File: src/rtl/uart_rx_pkg.sv
// Shared types for the UART receive path: FSM states, frame config and the received-word layout.
// UART_RX_WORD_T(W) builds the word struct for any data width; rx_word_t is the 8-bit default.
`ifndef UART_RX_PKG_SV
`define UART_RX_PKG_SV

`define UART_RX_WORD_T(W) struct packed { logic frame_err; logic parity_err; logic [(W)-1:0] data; }

package uart_rx_pkg;

    localparam int MIN_DATA_BITS      = 5;
    localparam int DEFAULT_DATA_WIDTH = 8;

    typedef enum logic [2:0] {
        ST_IDLE,
        ST_START,
        ST_DATA,
        ST_PARITY,
        ST_STOP
    } rx_state_t;

    typedef `UART_RX_WORD_T(DEFAULT_DATA_WIDTH) rx_word_t;

    typedef struct packed {
        logic msb_first;
        logic parity_on;
        logic parity_odd;
        logic two_stop;
    } rx_cfg_t;

    function automatic logic majority3(input logic a, input logic b, input logic c);
        return (a & b) | (a & c) | (b & c);
    endfunction

endpackage

`endif

File: src/rtl/uart_sync_fifo.sv
// Generic first-word-fall-through synchronous FIFO; a push while full is accepted only
// when a pop frees a slot in the same cycle.
module uart_sync_fifo
    import uart_rx_pkg::*;
#(
    parameter type word_t = rx_word_t,
    parameter int  DEPTH  = 16,
    localparam int AW = $clog2(DEPTH),
    localparam int CW = $clog2(DEPTH + 1)
) (
    input  logic          clk,
    input  logic          rst,
    input  logic          push,
    input  word_t         push_data,
    input  logic          pop,
    output word_t         head,
    output logic          full,
    output logic          empty,
    output logic [CW-1:0] count
);

    word_t           mem [DEPTH];
    logic [AW-1:0]   wr_ptr_reg;
    logic [AW-1:0]   rd_ptr_reg;
    logic [CW-1:0]   count_reg;
    logic            push_ok;
    logic            pop_ok;

    assign empty   = (count_reg == '0);
    assign full    = (count_reg == CW'(DEPTH));
    assign pop_ok  = pop && !empty;
    assign push_ok = push && (!full || pop_ok);
    assign count   = count_reg;
    assign head    = mem[rd_ptr_reg];

    always_ff @(posedge clk) begin
        if (rst) begin
            wr_ptr_reg <= '0;
            rd_ptr_reg <= '0;
            count_reg  <= '0;
        end else begin
            if (push_ok) wr_ptr_reg <= wr_ptr_reg + AW'(1);
            if (pop_ok)  rd_ptr_reg <= rd_ptr_reg + AW'(1);
            count_reg <= count_reg + CW'(push_ok) - CW'(pop_ok);
        end
    end

    always_ff @(posedge clk) begin
        if (push_ok) mem[wr_ptr_reg] <= push_data;
    end

endmodule

File: src/rtl/uart_rx_fifo.sv
// UART receiver with runtime frame format, glitch/framing/overrun detection and an RX FIFO.
// Define UART_RX_MAJORITY_EN to take each bit as a 2-of-3 vote over three clocks ending at the sample point.
module uart_rx_fifo
    import uart_rx_pkg::*;
#(
    parameter int  DATA_WIDTH = 8,
    parameter int  CLK_FREQ   = 100_000_000,
    parameter int  FIFO_DEPTH = 16,
    localparam int DIV_WIDTH  = $clog2((CLK_FREQ / 300) * 2) + 1,
    localparam int CNT_WIDTH  = $clog2(FIFO_DEPTH + 1),
    localparam int BITS_WIDTH = $clog2(DATA_WIDTH + 1)
) (
    input  logic                  clk,
    input  logic                  rst,
    input  logic                  rxd,
    input  logic [DIV_WIDTH-1:0]  cfg_pulse_width,
    input  logic [BITS_WIDTH-1:0] cfg_data_bits,
    input  logic                  cfg_msb_first,
    input  logic                  cfg_parity_on,
    input  logic                  cfg_parity_odd,
    input  logic                  cfg_two_stop,
    output logic [DATA_WIDTH-1:0] m_data,
    output logic                  m_parity_err,
    output logic                  m_frame_err,
    output logic                  m_valid,
    input  logic                  m_ready,
    output logic [CNT_WIDTH-1:0]  fifo_count,
    output logic                  overrun,
    input  logic                  overrun_clr,
    output logic                  rx_busy
);

    typedef `UART_RX_WORD_T(DATA_WIDTH) word_t;

    logic                  sync1_reg, sync2_reg, prev_reg;
    rx_state_t             state_reg, state_next;
    logic [DIV_WIDTH-1:0]  cnt_reg, cnt_next;
    logic [DIV_WIDTH-1:0]  pw_reg, pw_next;
    logic [BITS_WIDTH-1:0] nbits_reg, nbits_next;
    logic [BITS_WIDTH-1:0] bit_idx_reg, bit_idx_next;
    rx_cfg_t               cfg_reg, cfg_next;
    logic [DATA_WIDTH-1:0] data_reg, data_next, data_upd;
    logic                  parity_err_reg, parity_err_next;
    logic                  frame_err_reg, frame_err_next;
    logic                  stop_idx_reg, stop_idx_next;
    logic                  overrun_reg;
    logic                  sample_bit, sample_tick, start_edge, last_data, push, drop;
    logic [BITS_WIDTH-1:0] nbits_clamped, bit_pos;
    word_t                 push_word, head_word;
    logic                  fifo_full, fifo_empty;

`ifdef UART_RX_MAJORITY_EN
    logic prev2_reg;
    assign sample_bit = majority3(prev2_reg, prev_reg, sync2_reg);
`else
    assign sample_bit = sync2_reg;
`endif

    // prev_reg doubles as the edge detector and the second vote in majority mode
    assign start_edge  = prev_reg & ~sync2_reg;
    assign sample_tick = (cnt_reg == '0);
    assign last_data   = (bit_idx_reg == nbits_reg - BITS_WIDTH'(1));
    assign bit_pos     = cfg_reg.msb_first ? (nbits_reg - BITS_WIDTH'(1) - bit_idx_reg) : bit_idx_reg;
    assign nbits_clamped = (cfg_data_bits < BITS_WIDTH'(MIN_DATA_BITS)) ? BITS_WIDTH'(MIN_DATA_BITS) :
                           (cfg_data_bits > BITS_WIDTH'(DATA_WIDTH))    ? BITS_WIDTH'(DATA_WIDTH)    :
                           cfg_data_bits;

    for (genvar gi = 0; gi < DATA_WIDTH; gi++) begin : g_data_upd
        assign data_upd[gi] = (bit_pos == BITS_WIDTH'(gi)) ? sample_bit : data_reg[gi];
    end

    assign push_word = '{frame_err: frame_err_reg | ~sample_bit, parity_err: parity_err_reg, data: data_reg};

    always_ff @(posedge clk) begin
        if (rst) begin
            sync1_reg      <= 1'b1;
            sync2_reg      <= 1'b1;
            prev_reg       <= 1'b1;
`ifdef UART_RX_MAJORITY_EN
            prev2_reg      <= 1'b1;
`endif
            state_reg      <= ST_IDLE;
            cnt_reg        <= '0;
            pw_reg         <= '0;
            nbits_reg      <= '0;
            bit_idx_reg    <= '0;
            cfg_reg        <= '0;
            data_reg       <= '0;
            parity_err_reg <= 1'b0;
            frame_err_reg  <= 1'b0;
            stop_idx_reg   <= 1'b0;
        end else begin
            sync1_reg      <= rxd;
            sync2_reg      <= sync1_reg;
            prev_reg       <= sync2_reg;
`ifdef UART_RX_MAJORITY_EN
            prev2_reg      <= prev_reg;
`endif
            state_reg      <= state_next;
            cnt_reg        <= cnt_next;
            pw_reg         <= pw_next;
            nbits_reg      <= nbits_next;
            bit_idx_reg    <= bit_idx_next;
            cfg_reg        <= cfg_next;
            data_reg       <= data_next;
            parity_err_reg <= parity_err_next;
            frame_err_reg  <= frame_err_next;
            stop_idx_reg   <= stop_idx_next;
        end
    end

    always_comb begin
        state_next      = state_reg;
        cnt_next        = cnt_reg;
        pw_next         = pw_reg;
        nbits_next      = nbits_reg;
        bit_idx_next    = bit_idx_reg;
        cfg_next        = cfg_reg;
        data_next       = data_reg;
        parity_err_next = parity_err_reg;
        frame_err_next  = frame_err_reg;
        stop_idx_next   = stop_idx_reg;
        push            = 1'b0;

        if (state_reg != ST_IDLE) cnt_next = sample_tick ? pw_reg : cnt_reg - DIV_WIDTH'(1);

        case (state_reg)
            ST_IDLE: begin
                if (start_edge) begin
                    state_next           = ST_START;
                    cnt_next             = cfg_pulse_width >> 1;
                    pw_next              = cfg_pulse_width;
                    nbits_next           = nbits_clamped;
                    cfg_next.msb_first   = cfg_msb_first;
                    cfg_next.parity_on   = cfg_parity_on;
                    cfg_next.parity_odd  = cfg_parity_odd;
                    cfg_next.two_stop    = cfg_two_stop;
                    bit_idx_next         = '0;
                    data_next            = '0;
                    parity_err_next      = 1'b0;
                    frame_err_next       = 1'b0;
                    stop_idx_next        = 1'b0;
                end
            end
            ST_START: begin
                if (sample_tick) state_next = sample_bit ? ST_IDLE : ST_DATA;
            end
            ST_DATA: begin
                if (sample_tick) begin
                    data_next    = data_upd;
                    bit_idx_next = bit_idx_reg + BITS_WIDTH'(1);
                    if (last_data) state_next = cfg_reg.parity_on ? ST_PARITY : ST_STOP;
                end
            end
            ST_PARITY: begin
                if (sample_tick) begin
                    parity_err_next = sample_bit ^ (^data_reg) ^ cfg_reg.parity_odd;
                    state_next      = ST_STOP;
                end
            end
            ST_STOP: begin
                if (sample_tick) begin
                    frame_err_next = frame_err_reg | ~sample_bit;
                    // leave mid-stop so the next start edge is caught without slipping
                    if (!cfg_reg.two_stop || stop_idx_reg) begin
                        push       = 1'b1;
                        state_next = ST_IDLE;
                    end else begin
                        stop_idx_next = 1'b1;
                    end
                end
            end
            default: state_next = ST_IDLE;
        endcase
    end

    uart_sync_fifo #(
        .word_t (word_t),
        .DEPTH  (FIFO_DEPTH)
    ) u_fifo (
        .clk       (clk),
        .rst       (rst),
        .push      (push),
        .push_data (push_word),
        .pop       (m_ready),
        .head      (head_word),
        .full      (fifo_full),
        .empty     (fifo_empty),
        .count     (fifo_count)
    );

    assign drop = push && fifo_full && !(m_ready && m_valid);

    always_ff @(posedge clk) begin
        if (rst)              overrun_reg <= 1'b0;
        else if (drop)        overrun_reg <= 1'b1;
        else if (overrun_clr) overrun_reg <= 1'b0;
    end

    assign m_valid      = !fifo_empty;
    assign m_data       = m_valid ? head_word.data : '0;
    assign m_parity_err = m_valid & head_word.parity_err;
    assign m_frame_err  = m_valid & head_word.frame_err;
    assign overrun      = overrun_reg;
    assign rx_busy      = (state_reg != ST_IDLE);

endmodule

File: config.mk
export PLATFORM = sky130hd
export DESIGN_NAME = uart_rx_fifo
export DESIGN_NICKNAME = d
export VERILOG_FILES = /design/src/rtl/uart_rx_pkg.sv /design/src/rtl/uart_sync_fifo.sv /design/src/rtl/uart_rx_fifo.sv
export SDC_FILE = /design/constraint.sdc
export NUM_CORES = 1
export LEC_CHECK = 0
export CAP_MARGIN = 20
export CORE_UTILIZATION = 45
export CTS_CLUSTER_DIAMETER = 200
export DETAILED_ROUTE_END_ITERATION = 16
export GPL_TIMING_DRIVEN = 0
export PLACE_DENSITY_LB_ADDON = 0.2
export RECOVER_POWER = 50
export REMOVE_ABC_BUFFERS = 1
export SLEW_MARGIN = 30
export SYNTH_ARGS = -nofsm -noshare
export SYNTH_HDL_FRONTEND = slang
export SYNTH_SLANG_ARGS = --single-unit
File: constraint.sdc
create_clock -name clk -period 3.2 [get_ports clk]
set_clock_uncertainty 0.05 [all_clocks]
set_input_delay 0.96 -clock clk [delete_from_list [all_inputs] [get_ports clk]]
set_output_delay 0.96 -clock clk [all_outputs]
set_load 0.02 [all_outputs]
==> summary.txt <==
Worst hold path
  – Worst hold path type: flop to flop
  – Hold Path Stages: 1

Die
  – Row Count: 56
  – Number of placed I/O pins: 52
  – Die span in y: between 150 and 200 um
  – Total die area: between 20000 and 30000 sq um
  – Area of the core region: approximately 24000 sq um
  – Starting utilization of the core area: 0.465
  – Width of the die: around 160 um

Logic synthesis
  – Sequential-to-total area share from yosys stat: 0.596
  – Number of flip-flops and latches in the synthesized netlist: 249
  – Count of warnings emitted by yosys: 0
  – Library cell with the largest summed area after synthesis: sky130_fd_sc_hd__edfxtp_1
  – Number of distinct standard cells referenced by the synthesized netlist: 67
  – Most used standard cells in the synthesized netlist: 160 x sky130_fd_sc_hd__edfxtp_1, 89 x sky130_fd_sc_hd__dfxtp_1, 86 x sky130_fd_sc_hd__nand2_1
  – Most repeated cell in the gate-level netlist after synthesis: sky130_fd_sc_hd__edfxtp_1
  – Share of synthesized flip-flops with an asynchronous set or reset: 0
  – Count of flip-flops with a built-in enable after synthesis: 160
  – Post-synth design cell area: 11100 sq um
  – Main flop type after synthesis: sky130_fd_sc_hd__edfxtp_1
  – Post-Synthesis Mean Instance Area: ~13 sq um
  – Share of the synthesized area in the top cell type: 0.435
  – Dominant cells by area after synthesis: sky130_fd_sc_hd__edfxtp_1 43%, sky130_fd_sc_hd__dfxtp_1 16%, sky130_fd_sc_hd__mux4_2 10%, sky130_fd_sc_hd__nand2_1 2.9%, sky130_fd_sc_hd__a21oi_1 2.3%
  – Mapped Cells: ~840

GRT
  – Initial antenna violation count: 0
  – Pin count of the biggest net entering global routing: 39
  – First-pass GRT wire length: about 38000 um
  – Vias in the first global route: around 6.8k
  – Overall routing resource usage: 0.191
  – Total global routing overflow: 0

Layout
  – Nets: around 950
  – Fraction of final layout cells sized beyond drive strength 1: 0.184
  – Final Util: 0.550
  – Syn-to-layout area delta: 18.2%
  – Ant. Diodes: 0
  – Summed area of non-filler cells in the final layout: approximately 13000 sq um
  – Filler cell count in the final layout: ~2k
  – Flip-flop count of the largest register after layout: 160

Timing
  – Count of endpoints failing setup in the final report: 68
  – Max Freq: 277 MHz
  – Min Clock Period, post-route: 3600 ps
  – Share of the clock period used by the worst path: 1.13
  – Post-route setup slack: -404 ps
  – Transition time at the pin with the least slew margin: 1740 ps
  – Final-report max-slew violation count: 39
  – Count of endpoints failing hold in the final timing report: 0
  – Relative slew margins: -0.158
  – Setup repair after global routing missed its margin: true

Run status
  – Failing checks: max-capacitance violations, max-slew violations, negative setup slack
  – Run status: finished with violations

Critical path
  – Arr. time, crit path: 2590 ps
  – Worst Path Class, Setup: flop to output pin
  – Data required time at the worst endpoint: between 2000 and 2500 ps
  – Type of element launching the critical path: flop
  – Critical Path Sink Type: output pin
  – Depth of the most critical reg-to-reg path: 11
  – Max FO, Critical Path: 5

Power and ir drop
  – P_leak: approximately 4.5 nW
  – Clock Power Share: 0.286
  – Sw frac: 0.334
  – Switching Power: around 3.7 mW
  – Power per cell area: ~840 nW/um^2
  – Cell Int Power: 7.32 mW
  – Combinational share of power: 0.359
  – Peak supply drop: about 0.00057 V
  – Total power: approximately 11 mW
  – Share of power burned in registers: 0.355

CTS
  – Cts-stage hold buffer count: 0
  – Htree depth: 1
  – Master cell of the clock root buffer: sky130_fd_sc_hd__clkbuf_16
  – Maximum root-to-sink buffer count: 3
  – Total number of clock tree sinks: 249
  – CTS clock-pin slew for the worst setup and hold paths: 60 ps
  – Total clock buffers created by CTS: 26
  – Clock insertion delay at the later pin of the skew report: between 500 and 600 ps
  – TritonCTS clock tree: yes

Run
  – Max-capacitance violation count: 1

Drt
  – Number of vias per cell after detailed routing: around 5.6
  – Routed wire length: between 20000 and 25000 um
  – Remaining DRCs: 0
  – DRT antenna net count: 0
  – Number of DRC markers in iteration 0: 490
  – DR vias: ~6.9k
  – Length of the first detailed-routing pass in iterations: 5
  – Wirelength per Cell: slightly below 20 um

Placement
  – Routability Congestion: approximately 0.77
  – Final HPWL DP: approximately 15000 um
  – I/O Buffers: 51
  – Standard cell area after detailed placement: ~12000 sq um
-- per-stage QoR --
stage          hold slack [ps]  std cells  setup slack (ps)  setup TNS (ps)
6_report                   360       1231              -404           -6490
5_1_grt                    379       1231              -470          -43920
4_1_cts                    360       1233              -421           -3980
3_5_place_dp               346       1165              -513          -57560
3_3_place_gp               345       1162             -2140         -135570
2_1_floorplan              339        792              -900           -9000
-- what timing repair did --
| item | 4_1_cts | 5_1_grt |
|---|---|---|
| setup buffers | 15 | 2 |
| endpoints found under the setup margin | 38 | 168 |
| hold endpoints to repair | 0 | 0 |
| resized for setup | 67 | 27 |
| pin swaps | 1 | 1 |
| gates cloned | 5 | 0 |
-- worst paths after layout --
kind / end / slack [ps] / startpoint
worst max-delay path: m_data[3] / -400 / flop
worst min-delay path: sample_bit$_SDFF_PP1_ / 360 / sync1_reg$_SDFF_PP1_
worst max register to register: u_fifo.count[4]$_SDFF_PP0_ / -70 / cnt_reg[4]$_SDFF_PP0_
worst min register to register: sample_bit$_SDFF_PP1_ / 360 / sync1_reg$_SDFF_PP1_
-- placed cells by master (no fill, tap or decap), types with 8 or more instances in the layout --
cell type                         instances
sky130_fd_sc_hd__nand2_1                 85
sky130_fd_sc_hd__edfxtp_1               160
sky130_fd_sc_hd__buf_6                   16
sky130_fd_sc_hd__clkbuf_16               27
sky130_fd_sc_hd__clkdlybuf4s50_1         39
sky130_fd_sc_hd__a311oi_1                 8
sky130_fd_sc_hd__a21oi_1                 50
sky130_fd_sc_hd__mux2i_1                 20
sky130_fd_sc_hd__inv_1                   34
sky130_fd_sc_hd__nor2_1                  31
sky130_fd_sc_hd__and2_4                  10
sky130_fd_sc_hd__nor3_1                  10
sky130_fd_sc_hd__a41oi_1                  8
sky130_fd_sc_hd__mux4_2                  50
sky130_fd_sc_hd__nand3_1                 13
sky130_fd_sc_hd__a221oi_1                 9
sky130_fd_sc_hd__dfxtp_1                 86
sky130_fd_sc_hd__ha_1                    18
sky130_fd_sc_hd__o21ai_0                 26
sky130_fd_sc_hd__xor2_1                  12
sky130_fd_sc_hd__and2_1                  14
sky130_fd_sc_hd__nand4_1                 13
sky130_fd_sc_hd__xnor2_1                 24
-- area by class of cell --
cell class | count | area [sq um] | area share
clock buffer | 33 | 718 | 0.0550
clock inverter | 15 | 178 | 0.0136
inverter | 36 | 138 | 0.0105
multi-input combinational | 507 | 4210 | 0.322
sequential | 249 | 6600 | 0.505
tap | 319 | 399 | 0.0305
timing repair buffer | 72 | 831 | 0.0636
-- per-layer routing --
metal  GRT usage  up-vias  share of wire  routed length, um
met5           0        -              0                  0
met4      0.0432        0          0.014                340
met3      0.0287       27          0.041                975
met2       0.323      140           0.50              11800
met1       0.258     3405           0.45              10600
li1            -     3287              -                  -
-- worst max-delay path: stages, from the launching register on --
cell and delay, ps:
sky130_fd_sc_hd__dfxtp_4 410, sky130_fd_sc_hd__buf_12 120, sky130_fd_sc_hd__buf_12 110, sky130_fd_sc_hd__buf_16 130, sky130_fd_sc_hd__mux4_2 520, sky130_fd_sc_hd__mux4_2 480
sky130_fd_sc_hd__and2_4 170, sky130_fd_sc_hd__buf_6 120
-- cell families after synthesis --
logic type,after synthesis,share of synthesized area
AND/OR/NAND/NOR,242,0.119
multiplexers,70,0.120
XOR/XNOR,36,0.0285
adder cells (fa/ha/maj),20,0.0240
AO/OA/AOI/OAI,139,0.0834
buffers and inverters,81,0.0295
flip-flops,249,0.596
-- power groups by stage --
| stage | clock network [mW] | logic [mW] | registers, mW |
|---|---|---|---|
| floorplan | 0 | 2.38 | 4.02 |
| global placement | 0 | 3.26 | 4.11 |
| detailed placement | 0 | 3.35 | 4.06 |
| CTS | 3.18 | 3.95 | 3.90 |
| global route | 3.33 | 4.33 | 3.94 |
| finish | 3.14 | 3.95 | 3.90 |
(Power assumes the default switching activity.)
